--- src/rtl/stepper_pkg.sv ---
// Shared types and field positions for the stepper axis controller.
// Pure definitions: no logic, no latency, no flow control.
package stepper_pkg;

    typedef enum logic [2:0] {
        ST_IDLE   = 3'd0,
        ST_SETUP  = 3'd1,
        ST_ACCEL  = 3'd2,
        ST_CRUISE = 3'd3,
        ST_DECEL  = 3'd4,
        ST_HOME   = 3'd5,
        ST_FAULT  = 3'd6
    } state_t;

    localparam int CTRL_EN   = 0;
    localparam int CTRL_GO   = 1;
    localparam int CTRL_HOME = 2;
    localparam int CTRL_STOP = 3;
    localparam int CTRL_CLR  = 4;

    localparam int STAT_BUSY     = 0;
    localparam int STAT_AT_TGT   = 1;
    localparam int STAT_HOMED    = 2;
    localparam int STAT_LIM_ERR  = 3;
    localparam int STAT_CODE_LSB = 4;
    localparam int STAT_CODE_MSB = 6;

    function automatic logic [31:0] eff_period(input logic [31:0] p, input logic [31:0] floor_p);
        return (p < floor_p) ? floor_p : p;
    endfunction

endpackage

--- src/rtl/step_pulse_gen.sv ---
// Period down-counter and pulse shaper: step rises one cycle after step_tick, stays high PULSE_W cycles.
// No backpressure; deasserting run clears the counter and drops step on the next edge.
module step_pulse_gen #(
    parameter int PULSE_W = 100
) (
    input  logic        clk,
    input  logic        reset,
    input  logic [31:0] period,
    input  logic        run,
    output logic        step,
    output logic        step_tick,
    output logic        pulse_end
);

    localparam int HW = (PULSE_W > 1) ? $clog2(PULSE_W) : 1;

    logic [31:0]   cnt;
    logic [HW-1:0] hcnt;

    assign step_tick = run && (cnt == 32'd0);
    assign pulse_end = step && (hcnt == '0);

    always_ff @(posedge clk or posedge reset) begin
        if (reset) begin
            cnt  <= 32'd0;
            hcnt <= '0;
            step <= 1'b0;
        end else if (!run) begin
            cnt  <= 32'd0;
            hcnt <= '0;
            step <= 1'b0;
        end else if (step_tick) begin
            cnt  <= period - 32'd1;
            hcnt <= HW'(PULSE_W - 1);
            step <= 1'b1;
        end else begin
            cnt <= cnt - 32'd1;
            if (hcnt != '0) hcnt <= hcnt - HW'(1);
            else            step <= 1'b0;
        end
    end

endmodule

--- src/rtl/stepper_axis_ctrl.sv ---
// One-axis step/dir sequencer: trapezoidal ramp, soft limits, homing; drv_en and status lag ctrl by one cycle.
// No backpressure: register writes take effect immediately, go/home edges are dropped while busy.
module stepper_axis_ctrl
    import stepper_pkg::*;
#(
    parameter int PULSE_W    = 100,
    parameter int DIR_SETUP  = 50,
    parameter int MIN_PERIOD = 200
) (
    input  logic               clk,
    input  logic               reset,
    input  logic        [31:0] ctrl,
    input  logic signed [31:0] target,
    input  logic        [31:0] max_speed,
    input  logic        [31:0] min_speed,
    input  logic        [31:0] accel_step,
    input  logic        [31:0] home_speed,
    input  logic signed [31:0] home_loc,
    input  logic signed [31:0] upper_limit,
    input  logic signed [31:0] lower_limit,
    input  logic               home_sw,
    output logic               step,
    output logic               dir,
    output logic               drv_en,
    output logic signed [31:0] location,
    output logic        [31:0] status
);

    localparam int          SW   = (DIR_SETUP > 1) ? $clog2(DIR_SETUP) : 1;
    localparam logic [31:0] MINP = 32'(MIN_PERIOD);

    state_t state, state_nxt;

    logic               go_q, home_q, clr_q;
    logic [1:0]         hs_q;
    logic               en, go_edge, home_edge, clr_edge, stop, hs;
    logic signed [31:0] tgt, loc_step, diff;
    logic [31:0]        cur_period, ramp_cnt, rem, sub_sat, accel_nxt, dec_nxt, period_sel;
    logic [31:0]        emin, emax, ehome;
    logic [32:0]        dec_sum;
    logic [SW-1:0]      setup_cnt;
    logic               homing, stopping, at_target, homed, limit_err;
    logic               busy, run, tick, pulse_end, trig, done_cond, out_of_lim;
    logic               unused_ctrl;

    assign unused_ctrl = ^ctrl[31:5];
    assign en        = ctrl[CTRL_EN];
    assign stop      = ctrl[CTRL_STOP];
    assign go_edge   = ctrl[CTRL_GO]   & ~go_q;
    assign home_edge = ctrl[CTRL_HOME] & ~home_q;
    assign clr_edge  = ctrl[CTRL_CLR]  & ~clr_q;
    assign hs        = hs_q[1];

    assign emin  = eff_period(min_speed, MINP);
    assign emax  = eff_period(max_speed, MINP);
    assign ehome = eff_period(home_speed, MINP);

    // Remaining distance is measured after the position update of this step.
    assign loc_step = dir ? location + 32'sd1 : location - 32'sd1;
    assign diff     = tgt - loc_step;
    assign rem      = diff[31] ? $unsigned(-diff) : $unsigned(diff);
    assign trig     = (rem <= ramp_cnt);

    assign sub_sat   = (cur_period > accel_step) ? cur_period - accel_step : 32'd0;
    assign accel_nxt = (sub_sat < emax) ? emax : sub_sat;
    assign dec_sum   = {1'b0, cur_period} + {1'b0, accel_step};
    assign dec_nxt   = (dec_sum > {1'b0, emin}) ? emin : dec_sum[31:0];

    assign done_cond  = (location == tgt) || (stopping && ramp_cnt == 32'd0);
    assign out_of_lim = (target > upper_limit) || (target < lower_limit);

    step_pulse_gen #(.PULSE_W(PULSE_W)) u_pulse (
        .clk       (clk),
        .reset     (reset),
        .period    (period_sel),
        .run       (run),
        .step      (step),
        .step_tick (tick),
        .pulse_end (pulse_end)
    );

    always_ff @(posedge clk or posedge reset) begin
        if (reset) state <= ST_IDLE;
        else       state <= state_nxt;
    end

    always_comb begin
        state_nxt = state;
        if (busy && !en) begin
            state_nxt = ST_IDLE;
        end else begin
            case (state)
                ST_IDLE: begin
                    if (en && go_edge) begin
                        if (target == location) state_nxt = ST_IDLE;
                        else if (out_of_lim)    state_nxt = ST_FAULT;
                        else                    state_nxt = ST_SETUP;
                    end else if (en && home_edge) begin
                        state_nxt = ST_SETUP;
                    end
                end
                ST_SETUP: begin
                    if (stop)                 state_nxt = ST_IDLE;
                    else if (setup_cnt == '0) state_nxt = homing ? ST_HOME : ST_ACCEL;
                end
                ST_ACCEL: begin
                    if (stop) state_nxt = ST_DECEL;
                    else if (tick) begin
                        if (trig)                   state_nxt = ST_DECEL;
                        else if (accel_nxt == emax) state_nxt = ST_CRUISE;
                    end
                end
                ST_CRUISE: begin
                    if (stop || (tick && trig)) state_nxt = ST_DECEL;
                end
                // Leave only once the pulse in flight has finished.
                ST_DECEL: begin
                    if (done_cond && (pulse_end || (!step && !tick))) state_nxt = ST_IDLE;
                end
                ST_HOME: begin
                    if (stop || hs) state_nxt = ST_IDLE;
                end
                ST_FAULT: begin
                    if (clr_edge) state_nxt = ST_IDLE;
                end
                default: state_nxt = ST_IDLE;
            endcase
        end
    end

    always_comb begin
        busy = (state != ST_IDLE) && (state != ST_FAULT);
        run  = ((state == ST_ACCEL) || (state == ST_CRUISE) || (state == ST_DECEL) || (state == ST_HOME))
               && en && !((state == ST_HOME) && (stop || hs));
        case (state)
            ST_HOME:  period_sel = ehome;
            ST_DECEL: period_sel = dec_nxt;
            default:  period_sel = cur_period;
        endcase
        status = 32'd0;
        status[STAT_BUSY]    = busy;
        status[STAT_AT_TGT]  = at_target;
        status[STAT_HOMED]   = homed;
        status[STAT_LIM_ERR] = limit_err;
        status[STAT_CODE_MSB:STAT_CODE_LSB] = state;
    end

    always_ff @(posedge clk or posedge reset) begin
        if (reset) begin
            go_q       <= 1'b0;
            home_q     <= 1'b0;
            clr_q      <= 1'b0;
            hs_q       <= 2'b00;
            drv_en     <= 1'b0;
            dir        <= 1'b0;
            location   <= 32'sd0;
            tgt        <= 32'sd0;
            cur_period <= 32'd0;
            ramp_cnt   <= 32'd0;
            setup_cnt  <= '0;
            homing     <= 1'b0;
            stopping   <= 1'b0;
            at_target  <= 1'b0;
            homed      <= 1'b0;
            limit_err  <= 1'b0;
        end else begin
            go_q   <= ctrl[CTRL_GO];
            home_q <= ctrl[CTRL_HOME];
            clr_q  <= ctrl[CTRL_CLR];
            hs_q   <= {hs_q[0], home_sw};
            drv_en <= en;
            if (tick) location <= loc_step;
            case (state)
                ST_IDLE: begin
                    if (en && go_edge) begin
                        if (target == location) begin
                            at_target <= 1'b1;
                        end else if (out_of_lim) begin
                            limit_err <= 1'b1;
                            at_target <= 1'b0;
                        end else begin
                            tgt        <= target;
                            dir        <= (target > location);
                            cur_period <= emin;
                            ramp_cnt   <= 32'd0;
                            setup_cnt  <= SW'(DIR_SETUP - 1);
                            homing     <= 1'b0;
                            stopping   <= 1'b0;
                            at_target  <= 1'b0;
                        end
                    end else if (en && home_edge) begin
                        dir       <= 1'b0;
                        setup_cnt <= SW'(DIR_SETUP - 1);
                        homing    <= 1'b1;
                        stopping  <= 1'b0;
                        at_target <= 1'b0;
                    end
                end
                ST_SETUP: begin
                    if (setup_cnt != '0) setup_cnt <= setup_cnt - SW'(1);
                end
                // The step that trips the decel trigger keeps the current period.
                ST_ACCEL: begin
                    if (stop) stopping <= 1'b1;
                    else if (tick && !trig) begin
                        cur_period <= accel_nxt;
                        ramp_cnt   <= ramp_cnt + 32'd1;
                    end
                end
                ST_CRUISE: begin
                    if (stop) stopping <= 1'b1;
                end
                ST_DECEL: begin
                    if (tick) begin
                        cur_period <= dec_nxt;
                        if (ramp_cnt != 32'd0) ramp_cnt <= ramp_cnt - 32'd1;
                    end
                    if (state_nxt == ST_IDLE) at_target <= (location == tgt);
                end
                ST_HOME: begin
                    if (en && !stop && hs) begin
                        location <= home_loc;
                        homed    <= 1'b1;
                    end
                end
                ST_FAULT: begin
                    if (clr_edge) limit_err <= 1'b0;
                end
                default: ;
            endcase
        end
    end

endmodule
--- config.mk ---
export PLATFORM = sky130hd
export DESIGN_NAME = stepper_axis_ctrl
export DESIGN_NICKNAME = d
export VERILOG_FILES = /design/src/rtl/stepper_pkg.sv /design/src/rtl/step_pulse_gen.sv /design/src/rtl/stepper_axis_ctrl.sv
export SDC_FILE = /design/constraint.sdc
export NUM_CORES = 1
export LEC_CHECK = 0
export CAP_MARGIN = 0
export CELL_PAD_IN_SITES_DETAIL_PLACEMENT = 0
export CELL_PAD_IN_SITES_GLOBAL_PLACEMENT = 1
export CORE_ASPECT_RATIO = 0.75
export CORE_MARGIN = 2
export CORE_UTILIZATION = 45
export DETAILED_ROUTE_END_ITERATION = 10
export GPL_ROUTABILITY_DRIVEN = 0
export HOLD_SLACK_MARGIN = 0.1
export PLACE_DENSITY = 0.95
export SLEW_MARGIN = 10
export SYNTH_ARGS = -nofsm -noshare
export SYNTH_HDL_FRONTEND = slang
export SYNTH_SLANG_ARGS = --single-unit
--- constraint.sdc ---
create_clock -name clk -period 27.2 [get_ports clk]
set_clock_uncertainty 0.2 [all_clocks]
set_input_delay 4.08 -clock clk [delete_from_list [all_inputs] [get_ports clk]]
set_output_delay 4.08 -clock clk [all_outputs]
set_load 0.02 [all_outputs]
After elaboration in Yosys (flattened, before gate mapping)

Cells that the tools add are included.

Equality and inequality tests: 29
Add/subtract/negate cells: 12
Reductions and logical operators: 56
$lt $le $gt $ge: 10
Muxes and demuxes: 78
Bitwise gates (word level): 8

Operators with widths:

| kind                                                        | number |
|---|---|
| 2-to-1 mux 32 bit                                           | 26 |
| case mux 32 bit (3 select lines)                            | 2 |
| == test 32 bit                                              | 3 |
| > comparator 32 bit                                         | 3 |
| less-than comparator 32 x 8 -> 1 bit, second input constant | 3 |
| subtractor 32 x 1 -> 32 bit, second input constant          | 3 |
| zero test 32 bit                                            | 2 |
| less-than comparator 32 bit                                 | 2 |
| case mux 32 bit (2 select lines)                            | 1 |
| subtractor 32 bit                                           | 2 |
| 2-to-1 mux 3 bit                                            | 16 |
| adder 32 x 32 -> 33 bit                                     | 1 |
| > comparator 33 x 32 -> 1 bit                               | 1 |
| adder 32 x 1 -> 32 bit, second input constant               | 1 |
| adder 32 x 2 -> 32 bit, second input constant               | 1 |
| less-or-equal comparator 32 bit                             | 1 |
| negator 32 bit                                              | 1 |
| nonzero test 32 bit                                         | 1 |
| subtractor 32 x 2 -> 32 bit, second input constant          | 1 |
| 2-to-1 mux 6 bit                                            | 5 |
| 2-to-1 mux 7 bit                                            | 3 |
| case mux 3 bit (7 select lines)                             | 1 |
| 2-to-1 mux 1 bit                                            | 20 |
| inequality test 2 bit, second input constant                | 10 |
| other kinds (28)                                            | 83 |

Bits of input ports: 291
Output and inout port bits: 67
Flip-flop bits (word level): 189
Word-level logic and storage cells: 213

Logic depth before layout (Yosys ltp)

Gate-level depths: netlist of the first run.

Word-level depth: 17
Mapped depth: 45

Cells and area by module

From an unflattened synthesis of the first run, not the netlist that was laid out.

Cells, all modules: 3415
Area total of the unflattened synthesis: 25836.0 µm²

Modules (own cells, without submodules):

| module            | instances | cells each | seq. area each (µm²) | area an instance (µm²) |
|---|---|---|---|---|
| stepper_axis_ctrl | 1         | 3075       | 3728.6               | 22953.3 |
| step_pulse_gen    | 1         | 340        | 1001.0               | 2882.8 |

Least setup slack after synthesis of the first run

Ideal clock, no wire load.

Path type: input-to-reg
Start point: input accel_step[6]
End point: register u_pulse.cnt[13]
Setup time: 132 ps
Path buffers: 3
Arrival time: 10357 ps
Stages on the path: 31
Setup slack: 16511 ps
Data required time: 26868 ps
Path through: inv_1 ha_1 buf_6 or3_4 nor4_2 o21ai_1 nand2_1 o211ai_1 a2111oi_2 o21ai_1 a31oi_1 nor4_1 a311oi_1 ha_1 a21o_1 a21o_1 a2111o_1 o221a_1 o31ai_1 a41oi_1 or3_1 buf_2 nor2_1 a2111oi_0 o32a_1 or4_4 and4bb_1 buf_4 nor3b_2 xnor2_1 nor2_1

Longest elaborated chain between the ends: 7

RTL lines:

| item                               | line                     | RTL |
|---|---|---|
| start: declaration                 | stepper_axis_ctrl.sv:16  | `input logic [31:0] accel_step,` |
| adder 32 x 32 -> 33 bit *          | stepper_axis_ctrl.sv:66  | `assign dec_sum = {1'b0, cur_period} + {1'b0, accel_step};` |
| > comparator 33 x 32 -> 1 bit      | stepper_axis_ctrl.sv:67  | `assign dec_nxt = (dec_sum > {1'b0, emin}) ? emin : dec_sum[31:0];` |
| 2-to-1 mux 32 bit *                | stepper_axis_ctrl.sv:67  |  |
| case mux 32 bit (2 select lines) * | stepper_axis_ctrl.sv:135 | `case (state)` |
| subtractor 32 x 1 -> 32 bit *      | step_pulse_gen.sv:33     | `cnt <= period - 32'd1;` |
| 2-to-1 mux 32 bit *                | step_pulse_gen.sv:32     | `end else if (step_tick) begin` |
| 2-to-1 mux 32 bit *                | step_pulse_gen.sv:28     | `end else if (!run) begin` |
| end signal: assignment             | step_pulse_gen.sv:33     |  |
| end signal: assignment             | step_pulse_gen.sv:37     | `cnt <= cnt - 32'd1;` |
| end: declaration                   | step_pulse_gen.sv:17     | `logic [31:0] cnt;` |

Mark *: on every way between the ends. The rest lies on a longest branch, timed or not.
A chain may end at the register's enable or synchronous reset.

Worst setup path after layout of the first run

Start point: input accel_step[0]
End point: register cur_period[0]

Longest elaborated chain between the ends: 7

RTL lines:

| item                                                     | line                     | RTL |
|---|---|---|
| subtractor 32 bit or > comparator 32 bit (tied branches) | stepper_axis_ctrl.sv:64  | `assign sub_sat = (cur_period > accel_step) ? cur_period - accel_step : 32'd0;` |
| 2-to-1 mux 32 bit                                        | stepper_axis_ctrl.sv:64  |  |
| less-than comparator 32 bit                              | stepper_axis_ctrl.sv:65  | `assign accel_nxt = (sub_sat < emax) ? emax : sub_sat;` |
| 2-to-1 mux 32 bit                                        | stepper_axis_ctrl.sv:65  |  |
| 2-to-1 mux 32 bit                                        | stepper_axis_ctrl.sv:205 | `else if (tick && !trig) begin` |
| 2-to-1 mux 32 bit                                        | stepper_axis_ctrl.sv:204 | `if (stop) stopping <= 1'b1;` |
| case mux 32 bit (3 select lines) *                       | stepper_axis_ctrl.sv:173 | `case (state)` |
| end signal: assignment                                   | stepper_axis_ctrl.sv:184 | `cur_period <= emin;` |
| end signal: assignment                                   | stepper_axis_ctrl.sv:206 | `cur_period <= accel_nxt;` |
| end signal: assignment                                   | stepper_axis_ctrl.sv:215 | `cur_period <= dec_nxt;` |
| end: declaration                                         | stepper_axis_ctrl.sv:38  | `logic [31:0] cur_period, ramp_cnt, rem, sub_sat, accel_nxt, dec_nxt, period_sel;` |

Mark *: on every way between the ends. The rest lies on a longest branch, timed or not. The select of a mux whose other input is x is not followed.

==> flow_metrics.env, run 1 <==
export IMPL_synth_compound_area_share_pct=24.3
export IMPL_ioPinCount=358
export IMPL_cp_num_buf_inv=6
export IMPL_finalSetupTns_ps=0
export IMPL_rows=74
export IMPL_seq_area_frac_synth_pct=19.0
export IMPL_fp_coreArea_mm2=0.0546
export IMPL_clockBufferDepth=2
export IMPL_synth_edf_count=0
export IMPL_status="complete, but fails checks"
export IMPL_violations="design-rule violations"
export IMPL_synthMuxAreaShare_pct=3.16
export IMPL_finalSetupViolCount=0
export IMPL_report_final_slew_viol_count=0
export IMPL_start_util_pct=45.7
export IMPL_nets=4115
export IMPL_async_reset_ff_share_pct=100
export IMPL_clk_pin_slew_worst_paths_ps=80
export IMPL_clk_latency_ps=470
export IMPL_slew_headroom_pct=11.7
export IMPL_hold_buffers=0
export IMPL_die_x_um=276
export IMPL_cts_root_buf="clkbuf_16"
export IMPL_min_period_ps=12940
export IMPL_ys_flop_type="dfrtp_1"
export IMPL_worst_slack_ps=14260
export IMPL_cpPeakStageDelay_ps=880
export IMPL_crit_path_start_kind="input pin"
export IMPL_hp_class="reg -> reg"
export IMPL_yosysWarnings=0
export IMPL_wl_um=88400
export IMPL_port_buffer_count=305
export IMPL_critPathRequiredTime_ps=27400
export IMPL_r2r_setup_slack_ps=15510
export IMPL_rsz0062_at_grt="no"
export IMPL_wl_per_cell_um=21.0
export IMPL_grt_pass1_vias=23100
export IMPL_die_area_mm2=0.0574
export IMPL_critPathKind="in -> reg"
export IMPL_numCtsBuffers=17
export IMPL_vias=25500
export IMPL_syn_to_final_growth_pct=17.0
export IMPL_synth_top_family_by_area="compound AO/OA/AOI/OAI gates"
export IMPL_cts_htree_levels=4
export IMPL_dp_hpwl_um=71900
export IMPL_postCtsResizedCells=0
export IMPL_grt_start_max_net_pins=78
export IMPL_cp_max_fo=37
export IMPL_die_y_um=208
export IMPL_via_per_inst=6.05
export IMPL_worst_pin_slew_ps=1310
export IMPL_antenna_found_initial=1
export IMPL_postSynthCellCount=3245
export IMPL_post_cts_setup_buffers=0
export IMPL_cts_sinks=189
export IMPL_drt_iter0_drc=3067
export IMPL_arrival_ps=13140
export IMPL_grtUsageTotal_pct=30.2
export IMPL_synth_xor_area_share_pct=8.56
export IMPL_post_route_period_util_pct=47.6
export IMPL_fillers=5218
export IMPL_synthesis_area_mm2=0.0250
export IMPL_fin_hold_ws_ps=179
export IMPL_hold_viol=0
export IMPL_grt_overflow_total=0
export IMPL_first_pass_iters=10
export IMPL_grt_pass1_wl_um=135000
export IMPL_synth_seq_cells=189
export IMPL_ys_types=90
export IMPL_cp_end_kind="flop"
export IMPL_synthSimpleGateAreaFrac_pct=20.0
export IMPL_crit_path_top_delay_cell="o31a_2"
export IMPL_diodes=0
export IMPL_syn_area_per_cell_um2=7.69
export IMPL_dp_slack_ps=14260
export IMPL_path_delay_family="compound AO/OA/AOI/OAI gates"
export IMPL_cts_tree="yes"
export IMPL_ant_nets=0
export IMPL_remaining_drc_errors=5
export IMPL_synth_fa_ha_area_share_pct=17.8
export IMPL_fmax_ghz=0.0773
export IMPL_cap_viol_max_count=0
export IMPL_drive_above_1_share_pct=4.39
-- cell usage in the layout, fill, tap and decap left out, types with 56 or more instances in the layout --
master / Yosys / layout
nand4_1: 60 / 60
nand2_1: 263 / 263
nor2_1: 266 / 264
nor4_1: 68 / 67
a21oi_1: 235 / 235
nand3_1: 56 / 56
dfrtp_1: 189 / 189
clkdlybuf4s50_1: 0 / 305
inv_1: 284 / 282
xnor2_1: 163 / 163
a21o_1: 86 / 86
ha_1: 344 / 344
xor2_1: 81 / 80
o31ai_1: 57 / 57
o21ai_0: 220 / 220
nor3_1: 60 / 58
-- worst reg2reg max path: cells and delay by family, from the launching register on --
kind	cells	cell delay (ps)
AND/OR/NAND/NOR	9	2390
buffers and inverters	4	1060
XOR/XNOR	3	1370
flip-flops	1	490
adder cells (fa/ha/maj)	4	1440
AO/OA/AOI/OAI	19	4720
-- cell families (layout without fill, tap and decap cells) --
kind of cell | Yosys count | in the layout
simple gates | 1011 | 1011
other cells | 1 | 25
flops | 189 | 189
xor+xnor | 244 | 244
mux | 74 | 74
buf+inv | 441 | 659
compound gates | 932 | 932
fa+ha+maj | 353 | 353
-- final timing paths --
| check | from | to | depth (start not counted) |
|---|---|---|---|
| min in group asynchronous | reset | cur_period[4]$_DFFE_PP0P_ | 2 |
| worst min register to register | hs_q[0]$_DFF_PP0_ | hs_q[1]$_DFF_PP0_ | 0 |
| worst max-delay path | accel_step[0] | cur_period[0]$_DFFE_PP0P_ | 29 |
| worst min-delay path | hs_q[0]$_DFF_PP0_ | hs_q[1]$_DFF_PP0_ | 0 |
| max in group asynchronous | reset | tgt[23]$_DFFE_PP0P_ | 4 |
| worst max register to register | dir$_DFFE_PP0P_ | ramp_cnt[15]$_DFFE_PP0P_ | 39 |
-- registers in the layout, summed over array words and instances, names as in the netlist --
| name | flops |
|---|---|
| at_target | 1 |
| clr_q | 1 |
| cur_period | 32 |
| dir | 1 |
| drv_en | 1 |
| go_q | 1 |
| home_q | 1 |
| homed | 1 |
| homing | 1 |
| hs_q | 2 |
| limit_err | 1 |
| location | 32 |
| ramp_cnt | 32 |
| setup_cnt | 6 |
| state | 3 |
| stopping | 1 |
| tgt | 32 |
| u_pulse.cnt | 32 |
| u_pulse.hcnt | 7 |
| u_pulse.step | 1 |
-- per-stage QoR --
stage / cells / cell area (um2) / util, %
after floorplan: 3269 / 25000 / -
after global placement: 4178 / 28600 / 52.4
after detailed placement: 4178 / 28600 / 52.4
after CTS: 4209 / 29200 / 53.4
after global routing: 4209 / 29200 / 53.4
final: 4209 / 29200 / 53.4
-- cell type report --
class	instances	area, um2	share of cell area (%)
multi-input combinational	2639	18600	63.7
inverter	289	1090	3.74
clock buffer	19	443	1.52
tap	722	903	3.09
sequential	189	4730	16.2
clock inverter	12	135	0.463
timing repair buffer	339	3310	11.3
-- routing by layer --
| layer | vias up | wire length (um) | GRT usage (%) |
|---|---|---|---|
| li1 | 12100 | - | - |
| met1 | 12100 | 41800 | 46.4 |
| met2 | 1157 | 34000 | 39.6 |
| met3 | 113 | 10900 | 10.4 |
| met4 | 2 | 1700 | 6.40 |
| met5 | - | 9 | 0 |
-- cell usage after synthesis, types with 11 or more instances --
cell / count / share of area, %
a31oi_1: 30 / 0.75
mux2_2: 39 / 1.8
a2111oi_0: 12 / 0.42
and3_1: 24 / 0.60
clkbuf_1: 107 / 1.6
dfrtp_1: 189 / 19
nor2b_1: 53 / 1.3
nand2_1: 263 / 4.0
a21o_1: 86 / 2.6
nand3_1: 56 / 1.1
o21ai_0: 220 / 4.4
a211oi_1: 30 / 0.90
and2_1: 22 / 0.55
a21oi_1: 235 / 4.7
inv_1: 284 / 4.3
nand2b_1: 44 / 1.1
xor2_1: 81 / 2.8
a211o_1: 11 / 0.39
xnor2_1: 163 / 5.7
or2_2: 17 / 0.43
o21bai_1: 36 / 1.1
buf_4: 31 / 0.93
a221oi_1: 30 / 1.1
nor2_1: 266 / 4.0
o211ai_1: 26 / 0.78
o31ai_1: 57 / 1.7
mux2i_1: 35 / 1.4
nor4_1: 68 / 1.7
nor3_1: 60 / 1.2
or3_1: 31 / 0.78
ha_1: 344 / 17
o21a_1: 32 / 0.96
nand4_1: 60 / 1.5
Power of run 1 is left out: the tool's default activity adds up to more than one toggle a clock period on the data nets, which glitch-free logic cannot reach.
==> run 2, diff against run 1 <==
--- a/config.mk
+++ b/config.mk
@@ -10,11 +10,11 @@
 export CELL_PAD_IN_SITES_GLOBAL_PLACEMENT = 1
 export CORE_ASPECT_RATIO = 0.75
 export CORE_MARGIN = 2
-export CORE_UTILIZATION = 45
+export CORE_UTILIZATION = 42
 export DETAILED_ROUTE_END_ITERATION = 10
 export GPL_ROUTABILITY_DRIVEN = 0
 export HOLD_SLACK_MARGIN = 0.1
-export PLACE_DENSITY = 0.95
+export PLACE_DENSITY = 0.94
 export SLEW_MARGIN = 10
 export SYNTH_ARGS = -nofsm -noshare
 export SYNTH_HDL_FRONTEND = slang
==> constraint.sdc (replaced) <==
create_clock -name clk -period 12.25 [get_ports clk]
set_clock_uncertainty 0.2 [all_clocks]
set_input_delay 1.8375 -clock clk [delete_from_list [all_inputs] [get_ports clk]]
set_output_delay 1.8375 -clock clk [all_outputs]
set_load 0.02 [all_outputs]
==> run 2 against run 1 <==
Net effect:
- the run now ends clean
- flip-flop and latch count is the same
- sequential share of layout area shrank 0.067 points
- worst setup slack lost 13000 ps
- via count grew 0.45%
- cell area grew 0.42%
- die area grew 7.0%
- final cell count grew 1.7%
- global-route usage shrank 1.9 points
- wire length grew 1.6%
- non-clock buffer count grew 1
==> flow_metrics.env, run 2 (synthesis gave the netlist of run 1 again) <==
export IMPL_via_per_inst=5.98
export IMPL_cap_viol_max_count=0
export IMPL_cp_end_kind="flop"
export IMPL_hold_viol=0
export IMPL_drt_iter0_drc=3046
export IMPL_dp_cells=4247
export IMPL_grtUsageTotal_pct=28.3
export IMPL_postCtsResizedCells=0
export IMPL_critPathKind="reg -> reg"
export IMPL_grt_pass1_vias=23200
export IMPL_crit_path_start_kind="flop"
export IMPL_clockBufferDepth=2
export IMPL_dp_hpwl_um=73100
export IMPL_cp_max_fo=9
export IMPL_crit_path_top_delay_cell="or4_1"
export IMPL_post_cts_setup_buffers=0
export IMPL_path_delay_family="simple AND/OR/NAND/NOR gates"
export IMPL_post_route_period_util_pct=88.8
export IMPL_grt_start_max_net_pins=127
export IMPL_vias=25600
export IMPL_final_common_cell="ha_1"
export IMPL_arrival_ps=11040
export IMPL_drive_above_1_share_pct=4.50
export IMPL_ioPinCount=358
export IMPL_rsz0062_at_grt="no"
export IMPL_min_period_ps=10880
export IMPL_antenna_found_initial=2
export IMPL_slew_headroom_pct=14.9
export IMPL_hold_buffers=0
export IMPL_cts_sinks=189
export IMPL_finalSetupTns_ps=0
export IMPL_hp_class="reg -> reg"
export IMPL_status="completed"
export IMPL_fmax_ghz=0.0919
export IMPL_die_x_um=285
export IMPL_clk_latency_ps=480
export IMPL_nets=4116
export IMPL_wl_per_cell_um=21.0
export IMPL_worst_pin_slew_ps=1270
export IMPL_port_buffer_count=305
export IMPL_fin_hold_ws_ps=154
export IMPL_numCtsBuffers=17
export IMPL_finalSetupViolCount=0
export IMPL_first_pass_iters=8
export IMPL_cp_num_buf_inv=1
export IMPL_cts_root_buf="clkbuf_16"
export IMPL_path_common_cell="nor4_1"
export IMPL_stdcell_count=4280
export IMPL_remaining_drc_errors=0
export IMPL_cts_htree_levels=4
export IMPL_critPathRequiredTime_ps=12410
export IMPL_cts_tree="yes"
export IMPL_die_y_um=215
export IMPL_cpPeakStageDelay_ps=650
export IMPL_report_final_slew_viol_count=0
export IMPL_syn_to_final_growth_pct=17.5
export IMPL_grt_overflow_total=0
export IMPL_grt_pass1_wl_um=136000
export IMPL_ant_nets=0
export IMPL_fp_coreArea_mm2=0.0589
export IMPL_wl_um=89900
export IMPL_clk_pin_slew_worst_paths_ps=90
export IMPL_final_cell_mix="344 x ha_1, 305 x clkdlybuf4s50_1, 282 x inv_1, 264 x nor2_1, 263 x nand2_1"
export IMPL_fillers=5667
export IMPL_die_area_mm2=0.0614
export IMPL_start_util_pct=42.4
export IMPL_rows=77
[run 2: cell count changes in the layout (fill, tap and decap cells not counted)]
| cell | before | now |
|---|---|---|
| inv_8 | 1 | 5 |
| inv_6 | 4 | 2 |
| buf_4 | 34 | 35 |
| clkbuf_1 | 1 | 0 |
| clkbuf_8 | 1 | 0 |
| clkinv_1 | 6 | 5 |
| clkinv_8 | 2 | 3 |
| diode_2 | 0 | 1 |
| inv_2 | 0 | 1 |
[run 2: through the flow]
step | area, um2 | setup WS (ps) | utilization, %
finish | 29300 | 1370 | 49.8
global route | 29300 | 699 | 49.8
CTS | 29300 | 1510 | 49.8
detailed placement | 28700 | 1600 | 48.8
global placement | 28700 | 1760 | 48.8
floorplan | 25000 | 2630 | -
[run 2: final cells by class]
cell class	instances	area [um2]	area share, %
multi-input cells	2639	18600	63.4
flip-flops and latches	189	4730	16.1
repair buffers	340	3320	11.3
inverters	289	1090	3.73
well taps	790	988	3.37
clock buffers	17	425	1.45
clock inverters	15	179	0.610
diodes	1	2.50	0.00854
[run 2: worst paths after layout]
check | startpoint | slack, ps | endpoint | cells past startpoint
worst max-delay path | dir$_DFFE_PP0P_ | 1370 | state[0]$_DFF_PP0_ | 36
worst min-delay path | hs_q[0]$_DFF_PP0_ | 150 | hs_q[1]$_DFF_PP0_ | 0
worst max register to register | dir$_DFFE_PP0P_ | 1370 | state[0]$_DFF_PP0_ | 36
worst min register to register | hs_q[0]$_DFF_PP0_ | 150 | hs_q[1]$_DFF_PP0_ | 0
max in group asynchronous | reset | 8600 | tgt[5]$_DFFE_PP0P_ | 3
min in group asynchronous | reset | 1740 | ramp_cnt[8]$_DFFE_PP0P_ | 2
[run 2: worst register-to-register path: cells and delay by family, from the launching register on]
family / cells / cell delay (ps)
XOR/XNOR: 2 / 400
AND/OR/NAND/NOR: 15 / 4270
flip-flops: 1 / 500
AO/OA/AOI/OAI: 13 / 3230
adder cells (fa/ha/maj): 5 / 1980
buffers and inverters: 1 / 250
[run 2: routing by layer]
| metal | vias up | part of all wire [%] | track usage [%] |
|---|---|---|---|
| met4 | 4 | 1.7 | 5.41 |
| met2 | 1194 | 39 | 38.8 |
| met5 | - | 0.038 | 0 |
| met1 | 12100 | 47 | 42.1 |
| met3 | 115 | 12 | 10.1 |
| li1 | 12200 | - | - |
Power of run 2 is left out for the same reason.
